[src/rtl/riscv_mc_ctrl.sv]
// -----------------------------------------------------------------------------
// riscv_mc_ctrl
// Multi-cycle RV32I control path. Holds the PC, old-PC and instruction
// registers and steps each instruction through a small state machine. It
// drives one shared instruction/data memory over a req/ready handshake and
// issues per-state control to the register-file/ALU datapath.
//
// Ports:
//   clk            rising-edge clock
//   rst            synchronous, active-low reset
//   mem_rdata      memory read data (instruction taken from bits [31:0])
//   mem_ready      memory completes the current request this cycle
//   zero           ALU zero flag (branch decision)
//   imm_ext        sign-extended immediate, selected by imm_src
//   pc             next fetch address
//   old_pc         address of the instruction in flight
//   instr          instruction register
//   mem_req        memory request
//   mem_we         memory write, qualified by mem_req
//   mem_addr_src   memory address select: 0 = pc, 1 = ALU result
//   reg_write      register file write enable
//   result_src     writeback select: 00 ALU, 01 mem, 10 pc (link), 11 imm
//   alu_src        ALU B select: 0 = rs2, 1 = imm_ext
//   alu_control    000 add, 001 sub, 010 and, 011 or, 101 slt
//   imm_src        000 I, 001 S, 010 B, 011 J, 100 U
//   instr_retired  pulse on the last cycle of an instruction
//   illegal_instr  pulse when an unsupported opcode is decoded
//   state          current state encoding, for debug
// -----------------------------------------------------------------------------
module riscv_mc_ctrl #(
  parameter int                       ADDRESS_WIDTH = 32,
  parameter int                       DATA_WIDTH    = 32,
  parameter logic [ADDRESS_WIDTH-1:0] RESET_PC      = {ADDRESS_WIDTH{1'b0}}
) (
  input  logic                     clk,
  input  logic                     rst,
  input  logic [DATA_WIDTH-1:0]    mem_rdata,
  input  logic                     mem_ready,
  input  logic                     zero,
  input  logic [DATA_WIDTH-1:0]    imm_ext,
  output logic [ADDRESS_WIDTH-1:0] pc,
  output logic [ADDRESS_WIDTH-1:0] old_pc,
  output logic [31:0]              instr,
  output logic                     mem_req,
  output logic                     mem_we,
  output logic                     mem_addr_src,
  output logic                     reg_write,
  output logic [1:0]               result_src,
  output logic                     alu_src,
  output logic [2:0]               alu_control,
  output logic [2:0]               imm_src,
  output logic                     instr_retired,
  output logic                     illegal_instr,
  output logic [3:0]               state
);

  typedef enum logic [3:0] {
    S_FETCH    = 4'd0,
    S_DECODE   = 4'd1,
    S_MEMADR   = 4'd2,
    S_MEMREAD  = 4'd3,
    S_MEMWB    = 4'd4,
    S_MEMWRITE = 4'd5,
    S_EXEC_R   = 4'd6,
    S_EXEC_I   = 4'd7,
    S_ALUWB    = 4'd8,
    S_BRANCH   = 4'd9,
    S_JAL      = 4'd10,
    S_LUI      = 4'd11
  } state_t;

  localparam logic [6:0] OP_LW     = 7'b0000011;
  localparam logic [6:0] OP_SW     = 7'b0100011;
  localparam logic [6:0] OP_R      = 7'b0110011;
  localparam logic [6:0] OP_I      = 7'b0010011;
  localparam logic [6:0] OP_BRANCH = 7'b1100011;
  localparam logic [6:0] OP_JAL    = 7'b1101111;
  localparam logic [6:0] OP_LUI    = 7'b0110111;

  localparam logic [2:0] ALU_ADD = 3'b000;
  localparam logic [2:0] ALU_SUB = 3'b001;
  localparam logic [2:0] ALU_AND = 3'b010;
  localparam logic [2:0] ALU_OR  = 3'b011;
  localparam logic [2:0] ALU_SLT = 3'b101;

  localparam logic [2:0] IMM_I = 3'b000;
  localparam logic [2:0] IMM_S = 3'b001;
  localparam logic [2:0] IMM_B = 3'b010;
  localparam logic [2:0] IMM_J = 3'b011;
  localparam logic [2:0] IMM_U = 3'b100;

  localparam logic [ADDRESS_WIDTH-1:0] PC_STEP   = {{(ADDRESS_WIDTH-3){1'b0}}, 3'b100};
  localparam logic [31:0]              NOP_INSTR = 32'h0000_0013;

  // Decode target state for the instruction in the IR; S_FETCH marks illegal.
  function automatic state_t decode_next(input logic [6:0] opcode, input logic [2:0] funct3);
    state_t nxt;
    case (opcode)
      OP_LW, OP_SW: nxt = S_MEMADR;
      OP_R:         nxt = S_EXEC_R;
      OP_I:         nxt = S_EXEC_I;
      OP_BRANCH:    nxt = (funct3 == 3'b000 || funct3 == 3'b001) ? S_BRANCH : S_FETCH;
      OP_JAL:       nxt = S_JAL;
      OP_LUI:       nxt = S_LUI;
      default:      nxt = S_FETCH;
    endcase
    return nxt;
  endfunction

  // ALU operation from funct3; funct7[5] selects sub only for register ops.
  function automatic logic [2:0] alu_map(input logic [2:0] funct3, input logic sub_bit);
    logic [2:0] op;
    case (funct3)
      3'b000:  op = sub_bit ? ALU_SUB : ALU_ADD;
      3'b111:  op = ALU_AND;
      3'b110:  op = ALU_OR;
      3'b010:  op = ALU_SLT;
      default: op = ALU_ADD;
    endcase
    return op;
  endfunction

  state_t                     state_r;
  logic [ADDRESS_WIDTH-1:0]   pc_r;
  logic [ADDRESS_WIDTH-1:0]   old_pc_r;
  logic [31:0]                instr_r;

  logic [6:0]                 opcode_s;
  logic [2:0]                 funct3_s;
  logic                       funct7_5_s;
  logic                       branch_taken_s;
  logic [ADDRESS_WIDTH-1:0]   target_s;

  logic                       mem_req_s;
  logic                       mem_we_s;
  logic                       mem_addr_src_s;
  logic                       reg_write_s;
  logic [1:0]                 result_src_s;
  logic                       alu_src_s;
  logic [2:0]                 alu_control_s;
  logic [2:0]                 imm_src_s;
  logic                       instr_retired_s;
  logic                       illegal_instr_s;

  assign opcode_s   = instr_r[6:0];
  assign funct3_s   = instr_r[14:12];
  assign funct7_5_s = instr_r[30];

  // beq takes on zero, bne on not-zero; other funct3 never reach S_BRANCH.
  assign branch_taken_s = (funct3_s == 3'b000) ? zero : ~zero;
  assign target_s       = old_pc_r + imm_ext[ADDRESS_WIDTH-1:0];

  // State sequencing and the PC / old-PC / instruction registers.
  always_ff @(posedge clk) begin
    if (!rst) begin
      state_r  <= S_FETCH;
      pc_r     <= RESET_PC;
      old_pc_r <= {ADDRESS_WIDTH{1'b0}};
      instr_r  <= NOP_INSTR;
    end else begin
      case (state_r)
        S_FETCH: begin
          if (mem_ready) begin
            instr_r  <= mem_rdata[31:0];
            old_pc_r <= pc_r;
            pc_r     <= pc_r + PC_STEP;
            state_r  <= S_DECODE;
          end else begin
            state_r  <= S_FETCH;
          end
        end
        S_DECODE:   state_r <= decode_next(opcode_s, funct3_s);
        S_MEMADR:   state_r <= (opcode_s == OP_LW) ? S_MEMREAD : S_MEMWRITE;
        S_MEMREAD:  state_r <= mem_ready ? S_MEMWB : S_MEMREAD;
        S_MEMWB:    state_r <= S_FETCH;
        S_MEMWRITE: state_r <= mem_ready ? S_FETCH : S_MEMWRITE;
        S_EXEC_R:   state_r <= S_ALUWB;
        S_EXEC_I:   state_r <= S_ALUWB;
        S_ALUWB:    state_r <= S_FETCH;
        S_BRANCH: begin
          if (branch_taken_s) begin
            pc_r <= target_s;
          end else begin
            pc_r <= pc_r;
          end
          state_r <= S_FETCH;
        end
        S_JAL: begin
          pc_r    <= target_s;
          state_r <= S_FETCH;
        end
        S_LUI:      state_r <= S_FETCH;
        default:    state_r <= S_FETCH;
      endcase
    end
  end

  // Per-state control decode; anything a state does not drive stays 0.
  always_comb begin
    mem_req_s       = 1'b0;
    mem_we_s        = 1'b0;
    mem_addr_src_s  = 1'b0;
    reg_write_s     = 1'b0;
    result_src_s    = 2'b00;
    alu_src_s       = 1'b0;
    alu_control_s   = ALU_ADD;
    imm_src_s       = IMM_I;
    instr_retired_s = 1'b0;
    illegal_instr_s = 1'b0;
    case (state_r)
      S_FETCH: begin
        mem_req_s = 1'b1;
      end
      S_DECODE: begin
        illegal_instr_s = (decode_next(opcode_s, funct3_s) == S_FETCH);
        instr_retired_s = illegal_instr_s;
      end
      S_MEMADR: begin
        alu_src_s = 1'b1;
        imm_src_s = (opcode_s == OP_SW) ? IMM_S : IMM_I;
      end
      S_MEMREAD: begin
        mem_req_s      = 1'b1;
        mem_addr_src_s = 1'b1;
      end
      S_MEMWB: begin
        reg_write_s     = 1'b1;
        result_src_s    = 2'b01;
        instr_retired_s = 1'b1;
      end
      S_MEMWRITE: begin
        mem_req_s       = 1'b1;
        mem_we_s        = 1'b1;
        mem_addr_src_s  = 1'b1;
        instr_retired_s = mem_ready;
      end
      S_EXEC_R: begin
        alu_control_s = alu_map(funct3_s, funct7_5_s);
      end
      S_EXEC_I: begin
        alu_src_s     = 1'b1;
        alu_control_s = alu_map(funct3_s, 1'b0);
      end
      S_ALUWB: begin
        reg_write_s     = 1'b1;
        instr_retired_s = 1'b1;
      end
      S_BRANCH: begin
        alu_control_s   = ALU_SUB;
        imm_src_s       = IMM_B;
        instr_retired_s = 1'b1;
      end
      S_JAL: begin
        imm_src_s       = IMM_J;
        reg_write_s     = 1'b1;
        result_src_s    = 2'b10;
        instr_retired_s = 1'b1;
      end
      S_LUI: begin
        imm_src_s       = IMM_U;
        reg_write_s     = 1'b1;
        result_src_s    = 2'b11;
        instr_retired_s = 1'b1;
      end
      default: begin
        mem_req_s = 1'b0;
      end
    endcase
  end

  // Holding rst low silences every control line, so an abandoned access
  // cannot leak a write while the block is being reset.
  assign mem_req       = rst & mem_req_s;
  assign mem_we        = rst & mem_we_s;
  assign mem_addr_src  = rst & mem_addr_src_s;
  assign reg_write     = rst & reg_write_s;
  assign result_src    = rst ? result_src_s  : 2'b00;
  assign alu_src       = rst & alu_src_s;
  assign alu_control   = rst ? alu_control_s : 3'b000;
  assign imm_src       = rst ? imm_src_s     : 3'b000;
  assign instr_retired = rst & instr_retired_s;
  assign illegal_instr = rst & illegal_instr_s;

  assign pc     = pc_r;
  assign old_pc = old_pc_r;
  assign instr  = instr_r;
  assign state  = state_r;

endmodule
[config.mk]
export PLATFORM = sky130hd
export DESIGN_NAME = riscv_mc_ctrl
export DESIGN_NICKNAME = d
export VERILOG_FILES = /design/src/rtl/riscv_mc_ctrl.sv
export SDC_FILE = /design/constraint.sdc
export NUM_CORES = 1
export LEC_CHECK = 0
export BUFFER_PORTS_ARGS = -buffer_cell sky130_fd_sc_hd__buf_4
export CELL_PAD_IN_SITES_DETAIL_PLACEMENT = 1
export CELL_PAD_IN_SITES_GLOBAL_PLACEMENT = 2
export CORE_ASPECT_RATIO = 0.9
export CORE_MARGIN = 2
export CORE_UTILIZATION = 26
export DETAILED_ROUTE_END_ITERATION = 10
export HOLD_SLACK_MARGIN = 0.15
export PLACE_DENSITY = 0.79
export SLEW_MARGIN = 25
export SYNTH_ARGS = -nofsm -noshare
export SYNTH_HDL_FRONTEND = slang
export SYNTH_SLANG_ARGS = --single-unit
[constraint.sdc]
create_clock -name clk -period 2.7 [get_ports clk]
set_clock_uncertainty 0.1 [all_clocks]
set_input_delay 0.27 -clock clk [delete_from_list [all_inputs] [get_ports clk]]
set_output_delay 0.27 -clock clk [all_outputs]
set_load 0.005 [all_outputs]
==> results of run 1 <==
power by group through the flow:
stage | logic (mW) | clock network [mW] | registers [mW]
global route | 1.12 | 1.54 | 1.62
CTS | 0.991 | 1.49 | 1.60
finish | 1.01 | 1.43 | 1.60
global placement | 0.936 | 0 | 1.64
detailed placement | 0.945 | 0 | 1.64
floorplan | 0.463 | 0 | 1.64
synthesized netlist by cell type, drive strengths merged, types with 7 or more instances:
cell,n
dfxtp,100
nand2b,10
buf,9
xnor2,16
nand2,190
a21boi,63
clkbuf,40
nor2b,10
nand3,24
xor2,16
a21o,21
nor2,51
inv,7
a31oi,10
nor3,14
ha,32
o21ai,56
a21oi,69
and2,10
nand4,14
and3,10
cells by family (layout without fill, tap and decap cells):
kind of cell,count (synthesis),count (layout),share of synthesized area
simple gates,358,358,0.2556
compound gates,267,267,0.2800
flops,100,100,0.3122
buf+inv,57,326,0.04137
fa+ha+maj,33,33,0.06556
xor+xnor,32,32,0.04371
mux,1,1,0.001561
placed cells by master (no fill, tap or decap), types with 23 or more instances in the layout:
cell | synthesis | final
a21oi_1 | 67 | 64
nor2_1 | 50 | 48
nand3_1 | 24 | 23
o21ai_0 | 51 | 47
ha_1 | 32 | 26
dlygate4sd3_1 | 0 | 32
a21boi_0 | 63 | 63
buf_4 | 1 | 267
nand2_1 | 189 | 188
dfxtp_1 | 100 | 94
critical path, cell delays in order, from the launching register on:
cell,delay (ps)
dfxtp_2,340
ha_4,160
fa_2,340
a21o_1,190
a221oi_2,230
buf_4,170
o21bai_4,90
a31oi_4,190
o21ai_4,110
a31oi_4,240
o311ai_4,100
xnor2_1,200
o21ai_1,90
layout make-up:
cell class | instances | share of cell area
well taps | 308 | 0.04048
flip-flops and latches | 100 | 0.2111
multi-input cells | 691 | 0.4606
repair buffers | 303 | 0.2526
inverters | 7 | 0.002760
clock buffers | 9 | 0.02366
clock inverters | 7 | 0.008805
layer usage:
metal	vias up	GRT usage	part of all wire
li1	3525	-	-
met1	3390	0.2575	0.49
met2	153	0.3073	0.45
met3	14	0.05075	0.058
met4	0	0.02646	0.0058
met5	-	0	0
flip-flops by register name, indices dropped and copies added, names as in the netlist:
register	flops
pc	32
old_pc	32
state	4
instr	32
through the flow:
stage,instances,utilization,total power [mW]
5_1_grt,1425,0.3925,4.280
4_1_cts,1418,0.3824,4.082
6_report,1425,0.3925,4.053
3_3_place_gp,1367,0.3535,2.571
2_1_floorplan,848,-,2.099
3_5_place_dp,1367,0.3535,2.582
worst paths after layout:
check	start	to	slack, ps
min	mem_ready	state[2]$_SDFF_PN0_	170
max	old_pc[0]$_SDFFE_PN0P_	pc[30]$_SDFFE_PN0P_	30
min reg2reg	instr[9]$_SDFFE_PN0P_	instr[9]$_SDFFE_PN0P_	370
max reg2reg	old_pc[0]$_SDFFE_PN0P_	pc[30]$_SDFFE_PN0P_	30
what timing repair did:
| action | 4_1_cts | 5_1_grt |
|---|---|---|
| gates resized for setup | 10 | 31 |
| hold buffers | 32 | 0 |
| setup endpoints to repair | 11 | 13 |
| setup buffers | 3 | 7 |
| pin swaps | 4 | 18 |
| hold endpoints to repair | 32 | 0 |
==> results.toml, run 1 <==
[detailed_routing]
totalWireLength_um = 24650
vias = 7082
viasPerCell = 4.970
drtAntennaViolNets = 0
wl_per_cell_um = 17.30
drtIter0Drc = 260
drc_errors = 0
drtPass1Iterations = 4

[placed_design]
placedInstanceArea_mm2 = 0.008573
port_buffers = 182
hpwl_um = 17860
gp_congestion = 0.7651
pre_cts_ws_ps = -253.3

[grt]
grt_start_max_net_pins = 57
antenna_found_initial = 0
grt_pass1_wl_um = 39830
grt-ovfl-total = 0
grt_use_total = 0.1894
grt_pass1_vias = 7404

[setup_path]
crit_fanout = 3
crit_path_end_kind = "register"
critPathRequiredTime_ps = 2850
startpoint_type = "register"
reg2reg_depth = 12
arrival_ps = 2830
critPathKind = "register to register"

[power_and_ir_drop]
peakVddDrop_v = 0.0002925
leakage_nw = 4.099
clkPwrFrac = 0.354
power_frac_seq = 0.396
p_sw_frac = 0.3220
power_density_mw_per_mm2 = 425.8
p_comb_frac = 0.250
p_int_mw = 2.748
switchingPower_mw = 1.305

[layout]
multi_input_comb_area_mm2 = 0.004385
area_growth_syn_to_layout_pct = 48.47
drive_gt1_frac = 0.3089
n_antenna_cell = 0
nets = 1213
n_fill_cell = 2908
ff_latch_area_mm2 = 0.002009
design_area_mm2 = 0.009520

[sta]
rsz0062_at_grt = "yes"
fin_crit_ps = 2671
maxSlewHeadroom = 0.5417
hold_viol_final = 0
tightest_slew_ps = 681.2
setup_violations = 0
drv_slew = 0
fmax_mhz = 374.4
min_period_over_period = 0.9891
setup_ws_ps = 29.38
fin_tns_setup_ps = 0
holdWs_ps = 165.6

[logic_synthesis]
synth-edff-count = 0
synth_top_area_frac = 0.3122
syn_area_mm2 = 0.006412
synth.avg_cell_area_um2 = 7.562
ys_ff_latch = 100
syn-num-nets = 949
synth_area_leaders = "dfxtp_1, nand2_1, a21boi_0, ha_1, a21oi_1"
synthArstFlopShare = 0
ys_warn_count = 0
ys.flop_type = "dfxtp_1"
yosysTopAreaCell = "dfxtp_1"
syn_inst = 848
ys_seq_area_frac = 0.3122
ys_types = 75

[floorplan]
initial_utilization = 0.2644
fp.dieH_um = 153.0
core_area_mm2 = 0.02426
fp-row-count = 54
die-area_mm2 = 0.02594
num_io_pins = 183
die_width_um = 169.5

[worst_hold_path]
hold_depth = 4
holdCritPathClass = "primary input to register"

[clock_tree]
cts_tree = "done"
cts.path.max_buffers = 2
clk_latency_ps = 360
path_clk_slew_ps = 80
root_buffer = "clkbuf_16"
cts_made_buffers = 9
cts_sinks = 100
h-tree-depth = 3

[status]
status = "finished, final reports clean"

[run]
maxCapViolCount = 0
Power figures use the tool's default switching activity.
==> run 2: changes to the inputs <==
- CELL_PAD_IN_SITES_GLOBAL_PLACEMENT: 2 -> 1
- CORE_UTILIZATION: 26 -> 25
- CTS_BUF_LIST: unset -> sky130_fd_sc_hd__clkbuf_16
- PLACE_DENSITY: 0.79 -> 0.63
==> results.toml, run 2 (synthesis results as in run 1) <==
[floorplan]
initial_utilization = 0.2546
die_width_um = 172.8
fp.dieH_um = 155.9
num_io_pins = 183
fp-row-count = 55
die-area_mm2 = 0.02695
core_area_mm2 = 0.02519

[setup_path]
endpoint = "pc[30]$_SDFFE_PN0P_"
rrSetupSlack_ps = 70
path_depth = 11
r2r_end = "pc[30]$_SDFFE_PN0P_"
startpoint_type = "register"
max_stage_delay_ps = 370
critPathSlowestCell = "or3_4"
cp_num_buf_inv = 1
crit_fanout = 3
critPathRequiredTime_ps = 2860
crit_chain = "ha_4 > buf_4 > nand2_4 > or3_4 > o21bai_4 > a31oi_4 > o21ai_4 > a31oi_4 > o311ai_4 > xnor2_1 > o21ai_1"
critPathMostFrequentCell = "a31oi_4"
reg2reg_depth = 11
r2r-start = "old_pc[10]$_SDFFE_PN0P_"
crit_path_end_kind = "register"
critPathTopFamily = "compound AO/OA/AOI/OAI gates"
critPathKind = "register to register"
arrival_ps = 2780
critPathLaunch = "old_pc[10]$_SDFFE_PN0P_"

[sta]
drv_slew = 0
min_period_over_period = 0.9726
rsz0062_at_grt = "yes"
fin_crit_ps = 2626
hold_viol_final = 0
fmax_mhz = 380.8
setup_violations = 0
maxSlewHeadroom = 0.5769
tightest_slew_ps = 628.9

[grt]
grt_use_total = 0.1793
antenna_found_initial = 0
grt-ovfl-total = 0
grt_pass1_vias = 7269
grt_start_max_net_pins = 50
grt_pass1_wl_um = 39190

[detailed_routing]
wl_per_cell_um = 17.13
drc_errors = 0
drtPass1Iterations = 4
totalWireLength_um = 24870
drtIter0Drc = 276
drtAntennaViolNets = 0
vias = 7107
viasPerCell = 4.895

[clock_tree]
cts.path.max_buffers = 2
root_buffer = "clkbuf_16"
clk_latency_ps = 370
path_clk_slew_ps = 80
cts_sinks = 100
h-tree-depth = 3
cts_tree = "done"
cts_made_buffers = 9

[placed_design]
port_buffers = 182
gp_congestion = 0.7995
hpwl_um = 17870
placedInstanceArea_mm2 = 0.008611

[worst_hold_path]
holdCritPathClass = "primary input to register"

[layout]
n_fill_cell = 3081
multi_input_comb_area_mm2 = 0.004325
drive_gt1_frac = 0.2910
nets = 1206
n_antenna_cell = 0
design_area_mm2 = 0.009453
layout_commonest_cell = "buf_4"
ff_latch_area_mm2 = 0.002004
area_growth_syn_to_layout_pct = 47.41
mostFrequentLayoutCells = "buf_4, nand2_1, dfxtp_1, a21oi_1, a21boi_0"

[power_and_ir_drop]
power_mw = 3.948
peakVddDrop_v = 0.0002734
leakage_nw = 4.022
power_density_mw_per_mm2 = 417.7

[status]
status = "finished, final reports clean"

[run]
maxCapViolCount = 0
==> run 2: cell types whose count changed in the layout (fill, tap and decap cells not counted), sizes merged <==
cell         previous run  this run
clkinvlp                1         3
buf                   271       261
bufinv                  1         0
dlygate4sd3            32        34
clkinv                  2         3
inv                    10         8
clkbuf                  9        10
==> run 2: routing by layer <==
metal	track usage	routed length, um
met1	0.2415	12130
met2	0.2912	11120
met3	0.04483	1339
met4	0.03551	278
met5	0	0
==> run 2: area by class of cell <==
| type | count | share of cell area |
|---|---|---|
| multi-input combinational | 691 | 0.4576 |
| timing repair buffer | 296 | 0.2529 |
| sequential | 100 | 0.2120 |
| tap | 342 | 0.04527 |
| clock buffer | 9 | 0.02383 |
| clock inverter | 7 | 0.005559 |
| inverter | 7 | 0.002780 |
==> run 2: where the power goes <==
part           total, mW  leakage, nW  switching, mW  internal, mW
Sequential          1.61        0.812         0.0728          1.54
Combinational       1.02         3.08          0.550         0.468
Clock               1.32        0.126          0.684         0.632
Total               3.95         4.02           1.31          2.64
==> run 2: how the worst min path moves through the flow <==
stage | startpoint | endpoint | cells past startpoint
floorplan | mem_rdata[0] | instr[0]$_SDFFE_PN1P_ | 2
global placement | instr[19]$_SDFFE_PN0P_ | instr[19]$_SDFFE_PN0P_ | 2
detailed placement | instr[17]$_SDFFE_PN0P_ | instr[17]$_SDFFE_PN0P_ | 2
CTS | imm_ext[31] | pc[31]$_SDFFE_PN0P_ | 4
global route | imm_ext[31] | pc[31]$_SDFFE_PN0P_ | 4
finish | imm_ext[31] | pc[31]$_SDFFE_PN0P_ | 4
==> run 2: repair_timing <==
action / CTS / global route
resized for setup: 8 / 21
setup endpoints to repair: 10 / 14
hold buffers: 34 / 0
buffers inserted: 2 / 2
cloned: 0 / 1
pin swaps: 4 / 13
endpoints found under the hold margin: 33 / 0
==> run 2: worst min-delay path, stage by stage <==
cell      delay, ps
buf_4            80
xor2_1           70
xnor2_1         150
a211oi_1         60
==> run 2: metrics by stage <==
stage | setup WS (ps) | cells | TNS [ps] | utilization | hold slack, ps
2_1_floorplan | 4.752 | 848 | 0 | - | 294.2
3_3_place_gp | -216.8 | 1397 | -1142 | 0.3419 | 350.1
3_5_place_dp | -267.9 | 1397 | -1767 | 0.3419 | 360.0
4_1_cts | 10.08 | 1449 | 0 | 0.3687 | 209.3
5_1_grt | -45.72 | 1452 | -102.7 | 0.3753 | 225.4
6_report | 74.00 | 1452 | 0 | 0.3753 | 218.0
